### src/rtl/instr_encoder_loader.sv
`default_nettype none
// ============================================================================
//  Module      : instr_encoder_loader
//  Description : Program loader for the Simple RISC Machine. Packs one
//                assembly-level instruction per handshake into the 16-bit
//                machine format and writes it to instruction RAM at
//                consecutive addresses, stopping on HALT or on the last word.
//  Revision    : 1.0 - initial release
// ============================================================================
module instr_encoder_loader #(
   parameter int ADDR_W = 8
) (
   input  logic              clk,
   input  logic              reset,
   input  logic              start,
   input  logic [ADDR_W-1:0] base_addr,
   input  logic              in_valid,
   output logic              in_ready,
   input  logic [2:0]        opcode,
   input  logic [1:0]        op,
   input  logic [2:0]        rn,
   input  logic [2:0]        rd,
   input  logic [2:0]        rm,
   input  logic [1:0]        shift,
   input  logic [7:0]        imm,
   output logic              mem_write,
   output logic [ADDR_W-1:0] mem_addr,
   output logic [15:0]       mem_wdata,
   output logic              full,
   output logic              done,
   output logic              err,
   output logic [ADDR_W:0]   word_count
);

   localparam logic [ADDR_W-1:0] c_addr_max = '1;
   localparam logic [15:0]       c_halt_word = 16'hE000;

   typedef enum logic [2:0] {
      S_IDLE  = 3'd0,
      S_ARMED = 3'd1,
      S_WRITE = 3'd2,
      S_DONE  = 3'd3,
      S_FULL  = 3'd4
   } state_t;

   state_t            r_state;
   state_t            w_next;
   logic [ADDR_W-1:0] r_addr;       // next address to be written
   logic [ADDR_W-1:0] r_mem_addr;   // address of the word being / last written
   logic [15:0]       r_wdata;
   logic              r_is_halt;    // word held in r_wdata is HALT
   logic              r_err;
   logic [ADDR_W:0]   r_count;

   logic              w_xfer;
   logic              w_legal;
   logic              w_halt;
   logic [15:0]       w_word;
   logic              w_last;

   // A transfer needs the loader armed; a coincident start takes priority.
   assign w_xfer = in_valid && (r_state == S_ARMED) && !start;
   assign w_last = (r_mem_addr == c_addr_max);

   // Encode the instruction fields and classify them as legal / HALT.
   always_comb begin
      w_legal = 1'b0;
      w_halt  = 1'b0;
      w_word  = 16'h0000;
      case (opcode)
         3'b110: begin
            if (op == 2'b10) begin
               w_legal = 1'b1;
               w_word  = {3'b110, 2'b10, rn, imm};
            end else if (op == 2'b00) begin
               w_legal = 1'b1;
               w_word  = {3'b110, 2'b00, 3'b000, rd, shift, rm};
            end
         end
         3'b101: begin
            w_legal = 1'b1;
            w_word  = {3'b101, op, rn, rd, shift, rm};
         end
         3'b011, 3'b100: begin
            // Offset must fit a signed 5-bit field: upper bits are sign copies.
            if ((op == 2'b00) && (imm[7:5] == {3{imm[4]}})) begin
               w_legal = 1'b1;
               w_word  = {opcode, 2'b00, rn, rd, imm[4:0]};
            end
         end
         3'b111: begin
            if (op == 2'b00) begin
               w_legal = 1'b1;
               w_halt  = 1'b1;
               w_word  = c_halt_word;
            end
         end
         default: begin
            w_legal = 1'b0;
         end
      endcase
   end

   // State register.
   always_ff @(posedge clk or posedge reset) begin
      if (reset) begin
         r_state <= S_IDLE;
      end else begin
         r_state <= w_next;
      end
   end

   // Next-state logic; start re-arms from any state.
   always_comb begin
      w_next = r_state;
      if (start) begin
         w_next = S_ARMED;
      end else begin
         case (r_state)
            S_IDLE:  w_next = S_IDLE;
            S_ARMED: begin
               if (w_xfer && w_legal) begin
                  w_next = S_WRITE;
               end
            end
            S_WRITE: begin
               if (r_is_halt) begin
                  w_next = S_DONE;
               end else if (w_last) begin
                  w_next = S_FULL;
               end else begin
                  w_next = S_ARMED;
               end
            end
            S_DONE:  w_next = S_DONE;
            S_FULL:  w_next = S_FULL;
            default: w_next = S_IDLE;
         endcase
      end
   end

   // Write-port registers: captured on a legal transfer, held otherwise.
   always_ff @(posedge clk or posedge reset) begin
      if (reset) begin
         r_mem_addr <= '0;
         r_wdata    <= 16'h0000;
         r_is_halt  <= 1'b0;
      end else if (w_xfer && w_legal) begin
         r_mem_addr <= r_addr;
         r_wdata    <= w_word;
         r_is_halt  <= w_halt;
      end
   end

   // Address pointer, sticky error flag and word counter.
   always_ff @(posedge clk or posedge reset) begin
      if (reset) begin
         r_addr  <= '0;
         r_err   <= 1'b0;
         r_count <= '0;
      end else if (start) begin
         r_addr  <= base_addr;
         r_err   <= 1'b0;
         r_count <= '0;
      end else begin
         if (w_xfer && !w_legal) begin
            r_err <= 1'b1;
         end
         if (r_state == S_WRITE) begin
            r_count <= r_count + 1'b1;
            // The pointer never wraps: it stays put after HALT or the last word.
            if (!r_is_halt && !w_last) begin
               r_addr <= r_addr + 1'b1;
            end
         end
      end
   end

   assign in_ready   = (r_state == S_ARMED);
   assign mem_write  = (r_state == S_WRITE);
   assign done       = (r_state == S_DONE);
   assign full       = (r_state == S_FULL);
   assign mem_addr   = r_mem_addr;
   assign mem_wdata  = r_wdata;
   assign err        = r_err;
   assign word_count = r_count;

endmodule
`default_nettype wire

### config.mk
export PLATFORM = sky130hd
export DESIGN_NAME = instr_encoder_loader
export DESIGN_NICKNAME = d
export VERILOG_FILES = /design/src/rtl/instr_encoder_loader.sv
export SDC_FILE = /design/constraint.sdc
export NUM_CORES = 1
export LEC_CHECK = 0
export CAP_MARGIN = 20
export CORE_ASPECT_RATIO = 2
export CORE_MARGIN = 4
export CORE_UTILIZATION = 42
export CTS_BUF_LIST = sky130_fd_sc_hd__clkbuf_16
export DETAILED_ROUTE_END_ITERATION = 8
export MAX_ROUTING_LAYER = met4
export PLACE_DENSITY_LB_ADDON = 0.2
export SLEW_MARGIN = 20
export SYNTH_ARGS = -nofsm -noshare
export SYNTH_HDL_FRONTEND = slang
export SYNTH_SLANG_ARGS = --single-unit
### constraint.sdc
create_clock -name clk -period 1.54 [get_ports clk]
set_input_delay 0.154 -clock clk [delete_from_list [all_inputs] [get_ports clk]]
set_output_delay 0.154 -clock clk [all_outputs]
set_load 0.03 [all_outputs]
==> flow_summary.toml, run 1 <==
[synth]
avgSynthCellArea_sq_um = 11.24
synth-edff-count = 0
syn_inst = 215
seq_area_frac_synth = 0.4762
yosys_register_bits = 46
syn-cell-area_sq_mm = 0.002417
synth_nets = 253
ys_warn_count = 0
async_reset_ff_frac = 1.000
synth_cell_types = 42
dominantRegCellSynth = "dfrtp_1"

[route]
via_per_inst = 5.321
detail-route-antenna-nets = 0
vias = 2107
wl_mm = 6.327
wl_per_cell_um = 15.98
drc = 0
first_iter_violations = 50
firstDrtPassIters = 4

[flow_run]
drv_cap = 0

[cts]
worstSkewPairLatency_ps = 280
htreeDepth = 2
clock-sinks = 46
cts_tree = "yes"
clk_pin_slew_worst_paths_ps = 60
clockRootBuffer = "clkbuf_16"
numCtsBuffers = 5
cts_buffer_depth = 2

[timing]
whs_ps = 225.0
max_freq_mhz = 559.0
fin_crit_ps = 1789
timing.final.crit_share = 1.162
rsz0062_at_grt = "yes"
post-route-worst-setup-slack_ps = -249.0
relSlewSlack = 0.7723
slew_viol_final = 0
tightestPinTransition_ps = 336.8
finalClockSkew_ps = 3.008
hold_viol = 0
setup_viol = 40

[worst_setup_path]
cp.arrival_ps = 1960
critPathCaptureType = "flip-flop"
crit_fanout = 8
criticalPathCategory = "reg -> reg"
worstSetupStartpointType = "flip-flop"
required_ps = 1710

[layout]
final_layout_size_suffix_gt1_frac = 0.3125
diodes = 0
layout.nets = 373
area_delta_synth_final_pct = 59.06
fill_cells = 440
seqCellArea_sq_mm = 0.001151
multiInputGateArea_sq_mm = 0.001261

[floorplan]
initial_core_util = 0.4383
row_count = 38
die_area_sq_mm = 0.007107
core_sq_mm = 0.005515
die_h_um = 115.3
ios = 74
dieWidth_um = 61.65

[status]
violations = "negative setup slack"
outcome = "complete, but fails checks"

[power]
finalPower_uw = 3574
ir_drop_v = 0.0009394
power_density_mw_per_mm2 = 929.5
leakage_uw = 0.001851

[global_route]
grt_overflow_total = 0
grt_use_total = 0.1964
grt_max_degree = 47
antenna_found_initial = 0
grt_pass1_wl_mm = 10.24
grt_pass1_vias = 2193

[place]
gp_congestion = 0.7763
post-dp-hpwl_mm = 4.640
io_buffers = 73

[worst_hold_path]
hp-class = "in -> async"
area by class of cell:
cell class	count	area share
clock buffers	5	0.03254
flip-flops and latches	46	0.2994
repair buffers	123	0.3098
multi-input cells	153	0.3280
well taps	60	0.01952
inverters	6	0.006508
clock inverters	3	0.004230
worst max-delay path: stages, from the launching register on:
cell      delay (ps)
dfrtp_1          410
nor3b_4          240
nand3b_1         180
and2b_4          380
buf_12           160
mux2_4           300
cell usage in the layout, fill, tap and decap left out, types with 2 or more instances in the layout:
master | netlist | layout
buf_6 | 1 | 10
clkdlybuf4s15_1 | 0 | 2
xor2_1 | 11 | 11
nor3_1 | 4 | 3
and3_4 | 0 | 2
o21ai_1 | 0 | 7
buf_4 | 1 | 40
and3_1 | 5 | 3
a22o_1 | 7 | 7
buf_12 | 2 | 2
a21oi_1 | 6 | 5
dlygate4sd2_1 | 0 | 12
ha_1 | 2 | 2
inv_1 | 6 | 4
nor3b_1 | 4 | 2
o21ai_0 | 12 | 4
clkbuf_16 | 0 | 5
nor3b_4 | 0 | 2
clkdlybuf4s50_1 | 0 | 47
mux2i_1 | 3 | 3
dlymetal6s2s_1 | 0 | 8
mux2_4 | 17 | 24
nand4_1 | 11 | 11
o21ai_2 | 1 | 2
nand2_1 | 21 | 20
o21bai_1 | 3 | 3
or3_1 | 2 | 2
dfrtp_1 | 46 | 46
nor2_1 | 14 | 13
a21boi_0 | 3 | 3
xnor2_1 | 2 | 2
registers in the layout, indices dropped and copies added (netlist names):
name,cells
err,1
mem_addr,8
mem_wdata,16
r_addr,8
r_is_halt,1
r_state,3
word_count,9
cells by family after synthesis:
group                    Yosys count  share of synthesized area
buffers and inverters             16                    0.04296
multiplexers                      27                     0.1506
AND/OR/NAND/NOR                   70                     0.1537
XOR/XNOR                          13                    0.04710
adder cells (fa/ha/maj)            2                    0.01035
flip-flops                        46                     0.4762
AO/OA/AOI/OAI                     41                     0.1191
metrics by stage:
| step | cell area (sq um) | std cells | util | setup TNS [ps] | setup WS [ps] |
|---|---|---|---|---|---|
| final | 3845 | 396 | 0.6971 | -6581 | -249.0 |
| after global routing | 3845 | 396 | 0.6971 | -8664 | -280.2 |
| after CTS | 3744 | 391 | 0.6788 | -5421 | -223.7 |
| after detailed placement | 3503 | 380 | 0.6352 | -21830 | -841.2 |
| after global placement | 3503 | 380 | 0.6352 | -20780 | -797.5 |
| after floorplan | 2460 | 215 | - | -9648 | -390.3 |
power breakdown:
group	internal, uW	leakage (uW)	switching, uW	total, uW
clock network	593	0.0000672	452	1040
logic	561	0.00118	510	1070
registers	1350	0.000602	106	1460
cell usage after synthesis (2+ instances only):
library cell / n / share of area
dfrtp_1: 46 / 0.48
nor3b_1: 4 / 0.012
buf_12: 2 / 0.017
ha_1: 2 / 0.010
nor3_1: 4 / 0.0083
o21ai_0: 12 / 0.025
or3_1: 2 / 0.0052
mux2i_1: 3 / 0.012
inv_1: 6 / 0.0093
a21oi_1: 6 / 0.012
mux2_2: 7 / 0.033
a21boi_0: 3 / 0.0093
nand4_1: 11 / 0.028
xor2_1: 11 / 0.040
nor2_1: 14 / 0.022
a22o_1: 7 / 0.025
and3_1: 5 / 0.013
clkbuf_1: 6 / 0.0093
o21ba_2: 2 / 0.0083
o21bai_1: 3 / 0.0093
nand2_1: 21 / 0.033
xnor2_1: 2 / 0.0072
mux2_4: 17 / 0.11
timing repair:
action / CTS / global route
gates cloned: 1 / 0
hold buffers: 0 / 0
endpoints found under the setup margin: 42 / 48
buffers inserted: 3 / 6
resized for setup: 38 / 26
pin swaps: 10 / 7
path summary, 6_finish.rpt:
check,startpoint,to,slack (ps),cells past startpoint
setup reg to reg,r_state[2]$_DFFE_PP0P_,r_is_halt$_DFFE_PP0P_,-250,5
min in group clk,op[0],mem_wdata[11]$_DFFE_PP0P_,390,3
setup / recovery,r_state[2]$_DFFE_PP0P_,r_is_halt$_DFFE_PP0P_,-250,5
hold / removal,reset,mem_wdata[14]$_DFFE_PP0P_,230,3
hold reg to reg,mem_wdata[5]$_DFFE_PP0P_,mem_wdata[5]$_DFFE_PP0P_,510,1
max in group asynchronous,reset,mem_wdata[1]$_DFFE_PP0P_,1110,3
routing by layer:
layer | vias to the layer above | routed length (um) | track usage
met5 | - | 0 | -
li1 | 1003 | - | -
met4 | 0 | 240 | 0.09065
met1 | 1025 | 2312 | 0.2114
met3 | 18 | 252 | 0.02472
met2 | 61 | 3522 | 0.3408
Note: power is estimated with default switching activity, not from simulation.
==> run 2, diff against run 1 <==
--- a/config.mk
+++ b/config.mk
@@ -5,10 +5,11 @@
 export SDC_FILE = /design/constraint.sdc
 export NUM_CORES = 1
 export LEC_CHECK = 0
+export ABC_AREA = 1
 export CAP_MARGIN = 20
 export CORE_ASPECT_RATIO = 2
 export CORE_MARGIN = 4
-export CORE_UTILIZATION = 42
+export CORE_UTILIZATION = 47
 export CTS_BUF_LIST = sky130_fd_sc_hd__clkbuf_16
 export DETAILED_ROUTE_END_ITERATION = 8
 export MAX_ROUTING_LAYER = met4
==> constraint.sdc (replaced) <==
create_clock -name clk -period 1.99 [get_ports clk]
set_input_delay 0.199 -clock clk [delete_from_list [all_inputs] [get_ports clk]]
set_output_delay 0.199 -clock clk [all_outputs]
set_load 0.03 [all_outputs]
==> run 2 against run 1 <==
  * Largest power group unchanged
  * Global-route usage increased by 0.70 points
  * Critical path depth decreased by 3
  * Sequential power decreased by 18%
  * Largest cell class unchanged
  * The flow now finishes without violations
  * Final area decreased by 1.3%
  * Flip-flop and latch count unchanged
  * Synthesized cell count increased by 85%
==> flow_summary.toml, run 2 <==
[route]
detail-route-antenna-nets = 0
first_iter_violations = 164
wl_per_cell_um = 13.21
drc = 0
wl_mm = 7.080
via_per_inst = 5.241
vias = 2809
firstDrtPassIters = 4

[power]
combPwrFrac = 0.320
power_density_mw_per_mm2 = 816.2
p_switching_uw = 1023
p_clk_frac = 0.293
leakage_uw = 0.001809
power.internal_uw = 2074
ir_drop_v = 0.0004205
sw_frac_of_total = 0.3304
p_seq_frac = 0.386

[global_route]
grt_overflow_total = 0
met1_usage = 0.2033
grt_pass1_vias = 2779
met2_usage = 0.3739
antenna_found_initial = 0
grt_use_total = 0.2034
busiest_layer = "met2"
grtUsageMet3 = 0.03152
grt_pass1_wl_mm = 12.09
grt_max_degree = 37

[timing]
relSlewSlack = 0.6996
finalClockSkew_ps = 4.046
setup_viol = 0
max_freq_mhz = 528.9
rsz0062_at_grt = "no"
fin_crit_ps = 1891
hold_viol = 0
tightestPinTransition_ps = 449.9
post-route-worst-setup-slack_ps = 99.27
setup_tns_ps = 0
slew_viol_final = 0
timing.final.crit_share = 0.9501

[synth]
synth-edff-count = 0
syn_inst = 397
synth_nets = 435
dominantRegCellSynth = "dfrtp_1"
syn-cell-area_sq_mm = 0.002826
avgSynthCellArea_sq_um = 7.120
async_reset_ff_frac = 1.000
synth_most_common_cell = "nand2_1"
synth_cell_types = 29
seq_area_frac_synth = 0.4073
synth_top_area_share = 0.4073
synth.area.top_cells = "dfrtp_1 41%, nand2_1 20%, nand3_1 6.0%"
yosysTopAreaCell = "dfrtp_1"
synth_common_cells = "149 x nand2_1, 46 x dfrtp_1, 36 x inv_1, 34 x nand3_1, 25 x nor2_1"
ys_warn_count = 0
yosys_register_bits = 46

[cts]
numCtsBuffers = 5
clockRootBuffer = "clkbuf_16"
cts_buffer_depth = 2
cts_setup_buffers = 0
clk_pin_slew_worst_paths_ps = 60
clock-sinks = 46
holdBufCountCts = 0
htreeDepth = 2
cts_resized = 0
cts_tree = "yes"
worstSkewPairLatency_ps = 280

[floorplan]
core_sq_mm = 0.005758
dieWidth_um = 62.84
initial_core_util = 0.4909
row_count = 39
ios = 74
die_area_sq_mm = 0.007394
die_h_um = 117.7

[layout]
diodes = 0
final_layout_size_suffix_gt1_frac = 0.09053
final_common_cell = "nand2_1"
fill_cells = 516
area_delta_synth_final_pct = 34.26
layout_common_cells = "149 x nand2_1, 71 x clkdlybuf4s50_1, 46 x dfrtp_1"
layout.nets = 513
largest_reg_flops = 16

[place]
post-dp-hpwl_mm = 5.624
io_buffers = 73
place_ws_ps = 16.20
gp_congestion = 0.8520

[worst_setup_path]
r2r_setup_slack_ps = 390
criticalPathCategory = "reg -> out"
crit_fanout = 3
crit_path_top_delay_cell = "clkdlybuf4s50_1"
path_cells = "nor3_1, clkdlybuf4s50_1"
required_ps = 1790
max_stage_delay_ps = 730
r2r_cells = 7
r2r_end = "mem_wdata[4]$_DFFE_PP0P_"
rr_startpoint = "r_state[2]$_DFFE_PP0P_"
cp.arrival_ps = 1690
crit_path_start = "r_state[1]$_DFFE_PP0P_"
critPathCaptureType = "output port"
worstSetupStartpointType = "flip-flop"

[worst_hold_path]
hp-class = "in -> async"

[status]
outcome = "complete, no violations"

[flow_run]
drv_cap = 0
## run 2: cell types whose count changed in the layout (fill, tap and decap cells not counted), moves of 12 or more
cell and change:
mux2_4 -24, o21ai_0 +19, nand3_1 +34, buf_4 -26, nand2_1 +129, dlygate4sd2_1 -12
clkdlybuf4s50_1 +24, nor2_1 +12, inv_1 +31
## run 2: how the worst max path moves through the flow
stage	depth (start not counted)	endpoint	slack (ps)
floorplan	8	mem_wdata[4]$_DFFE_PP0P_	270
detailed placement	10	mem_addr[3]$_DFFE_PP0P_	20
CTS	4	done	110
finish	2	full	100
global placement	10	mem_addr[7]$_DFFE_PP0P_	80
global route	2	full	60
## run 2: cells by family after synthesis
| kind of cell | after synthesis | share of synthesized area |
|---|---|---|
| and+or+nand+nor | 237 | 0.3634 |
| buffers and inverters | 55 | 0.08676 |
| AOI/OAI and AO/OA | 52 | 0.1182 |
| adders and majority gates | 2 | 0.008852 |
| DFF | 46 | 0.4073 |
| xor gates and xnor gates | 5 | 0.01549 |
## run 2: cell type report
type | instances | area, sq um | share of cell area
clock inverters | 2 | 33.78 | 0.008902
multi-input cells | 296 | 1430 | 0.3769
inverters | 40 | 150.1 | 0.03956
repair buffers | 86 | 828.3 | 0.2183
flip-flops and latches | 46 | 1151 | 0.3033
well taps | 61 | 76.32 | 0.02011
clock buffers | 5 | 125.1 | 0.03297
## run 2: through the flow
stage	utilization	cell area, sq um	std cells	hold WS (ps)	total power (uW)
floorplan	-	2826	397	327.8	1775
global placement	0.6310	3633	529	460.7	2191
detailed placement	0.6310	3633	529	465.0	2209
CTS	0.6586	3792	536	257.8	3128
global route	0.6591	3795	536	288.4	3255
finish	0.6591	3795	536	245.7	3097
## run 2: critical path: cells and delay by family (launching register included)
kind / cells / cell delay, ps
buffers and inverters: 1 / 730
flip-flops: 1 / 400
AND/OR/NAND/NOR: 1 / 280
## run 2: power by group through the flow
| stage | clock (uW) | sequential [uW] | combinational [uW] |
|---|---|---|---|
| final | 908 | 1200 | 992 |
| after detailed placement | 0 | 1210 | 999 |
| after floorplan | 0 | 1410 | 365 |
| after global routing | 966 | 1220 | 1070 |
| after global placement | 0 | 1210 | 981 |
| after CTS | 927 | 1200 | 1000 |
## run 2: per-layer routing
layer,up-vias,wire (um),part of all wire
met5,-,0,0
met4,0,208,0.029
met2,80,3871,0.55
li1,1432,-,-
met3,14,336,0.047
met1,1283,2664,0.38
==> run 3, diff against run 2 <==
==> constraint.sdc (replaced) <==
create_clock -name clk -period 1.99 [get_ports clk]
set_input_delay 0.597 -clock clk [delete_from_list [all_inputs] [get_ports clk]]
set_output_delay 0.597 -clock clk [all_outputs]
set_load 0.03 [all_outputs]
==> run 3 against run 2 <==
  * Wire length grew 7.1%
  * Core utilization grew 3.1 points
  * Clock-buffer cell count is the same
  * First-iteration DRC count grew 4.3%
  * Sequential power is essentially flat
  * Die area unchanged
  * Highest routed layer unchanged
  * Critical path depth fell by 1
  * Clock power down 10%
  * Sequential share of layout area shrank 1.4 points
  * Clock skew fell by 1.7 ps
==> flow_summary.toml, run 3 (synthesis gave the netlist of run 2 again) <==
[status]
outcome = "complete, no violations"

[timing]
tightestPinTransition_ps = 370.9
max_freq_mhz = 509.1
hold_viol = 0
timing.final.crit_share = 0.9871
slew_viol_final = 0
rsz0062_at_grt = "yes"
relSlewSlack = 0.7508
finalClockSkew_ps = 2.323
fin_crit_ps = 1964
setup_viol = 0
post-route-worst-setup-slack_ps = 25.67

[layout]
largest_reg_flops = 16
final_common_cell = "nand2_1"
final_layout_size_suffix_gt1_frac = 0.1362
fill_cells = 515
diodes = 0
layout_common_cells = "148 x nand2_1, 58 x clkdlybuf4s50_1, 46 x dfrtp_1"
layout.nets = 529
final_cell_area_sq_mm = 0.003975
area_delta_synth_final_pct = 40.64

[worst_setup_path]
cp.buffers_inverters = 1
critPathCaptureType = "output port"
r2r_cells = 9
crit_fanout = 3
worstSetupStartpointType = "flip-flop"
cp.arrival_ps = 1370
worstSetupPathDepth = 1
cp_top_family = "buffers and inverters"
path_cells = "clkdlybuf4s50_1"
required_ps = 1390
criticalPathCategory = "reg -> out"
max_stage_delay_ps = 690
crit_path_top_delay_cell = "clkdlybuf4s50_1"

[global_route]
grt_overflow_total = 0
antenna_found_initial = 0
grt_max_degree = 37
grt_use_total = 0.2257
grt_pass1_vias = 2957
grt_pass1_wl_mm = 13.26

[route]
firstDrtPassIters = 5
wl_per_cell_um = 13.71
vias = 2936
first_iter_violations = 171
drc = 0
detail-route-antenna-nets = 0
wl_mm = 7.581
via_per_inst = 5.309

[cts]
worstSkewPairLatency_ps = 290
numCtsBuffers = 5
cts_buffer_depth = 2
htreeDepth = 2
clk_pin_slew_worst_paths_ps = 60
cts_tree = "yes"
clockRootBuffer = "clkbuf_16"
clock-sinks = 46

[place]
gp_congestion = 0.8560
place_ws_ps = -363.5
io_buffers = 73
post-dp-hpwl_mm = 5.867
place_area_sq_mm = 0.003784

[power]
power_density_mw_per_mm2 = 767.8
leakage_uw = 0.001985
ir_drop_v = 0.0004974

[floorplan]
dieWidth_um = 62.84
die_h_um = 117.7
initial_core_util = 0.4909
core_sq_mm = 0.005758
die_area_sq_mm = 0.007394
ios = 74
row_count = 39

[worst_hold_path]
hp-class = "reg -> reg"
hold_depth = 2

[flow_run]
drv_cap = 0
run 3: worst paths after layout:
| check | from | to | slack [ps] |
|---|---|---|---|
| max | mem_addr[6]$_DFFE_PP0P_ | mem_addr[6] | 30 |
| max reg2reg | r_state[0]$_DFFE_PP0P_ | mem_wdata[0]$_DFFE_PP0P_ | 320 |
| max in group asynchronous | reset | mem_wdata[11]$_DFFE_PP0P_ | 910 |
| min | mem_wdata[15]$_DFFE_PP0P_ | mem_wdata[15]$_DFFE_PP0P_ | 470 |
| min in group asynchronous | reset | word_count[3]$_DFFE_PP0P_ | 600 |
| min reg2reg | mem_wdata[15]$_DFFE_PP0P_ | mem_wdata[15]$_DFFE_PP0P_ | 470 |
run 3: through the flow:
stage	instances	power, uW	setup TNS (ps)	utilization	hold slack (ps)
after global placement	544	2222	-6946	0.6571	459.3
after CTS	552	3060	0	0.6823	472.4
final	553	3052	0	0.6904	474.7
after detailed placement	544	2250	-8651	0.6571	457.3
after global routing	553	3213	-35.41	0.6904	493.0
after floorplan	397	1775	0	-	455.0
run 3: tightest hold or removal path: cells and delay by family (launching register included):
family,cells,cell delay [ps]
flip-flops,1,340
AND/OR/NAND/NOR,2,110
run 3: final cells by class:
class,instances,area (sq um),share of cell area
inverters,40,150.1,0.03777
repair buffers,101,978.4,0.2461
clock buffers,5,125.1,0.03148
well taps,61,76.32,0.01920
multi-input cells,297,1478,0.3717
clock inverters,3,16.27,0.004092
flip-flops and latches,46,1151,0.2896
run 3: per-layer routing:
metal  share of wire  vias to the layer above  global-route usage
met5               0                        -                   -
met4           0.034                        0              0.1148
met3           0.042                       19             0.03438
met2            0.56                       98              0.4140
met1            0.36                     1352              0.2250
li1                -                     1467                   -
run 3: power by group:
part / internal (uW) / switching, uW
Sequential: 1080 / 122
Combinational: 436 / 602
Clock: 459 / 355
Total: 1970 / 1080
run 3: repair_timing:
action	4_1_cts	5_1_grt
setup buffers	0	0
setup endpoints to repair	21	37
gates cloned	0	1
gates resized for setup	12	16
hold buffers	0	0
pin swaps	0	1
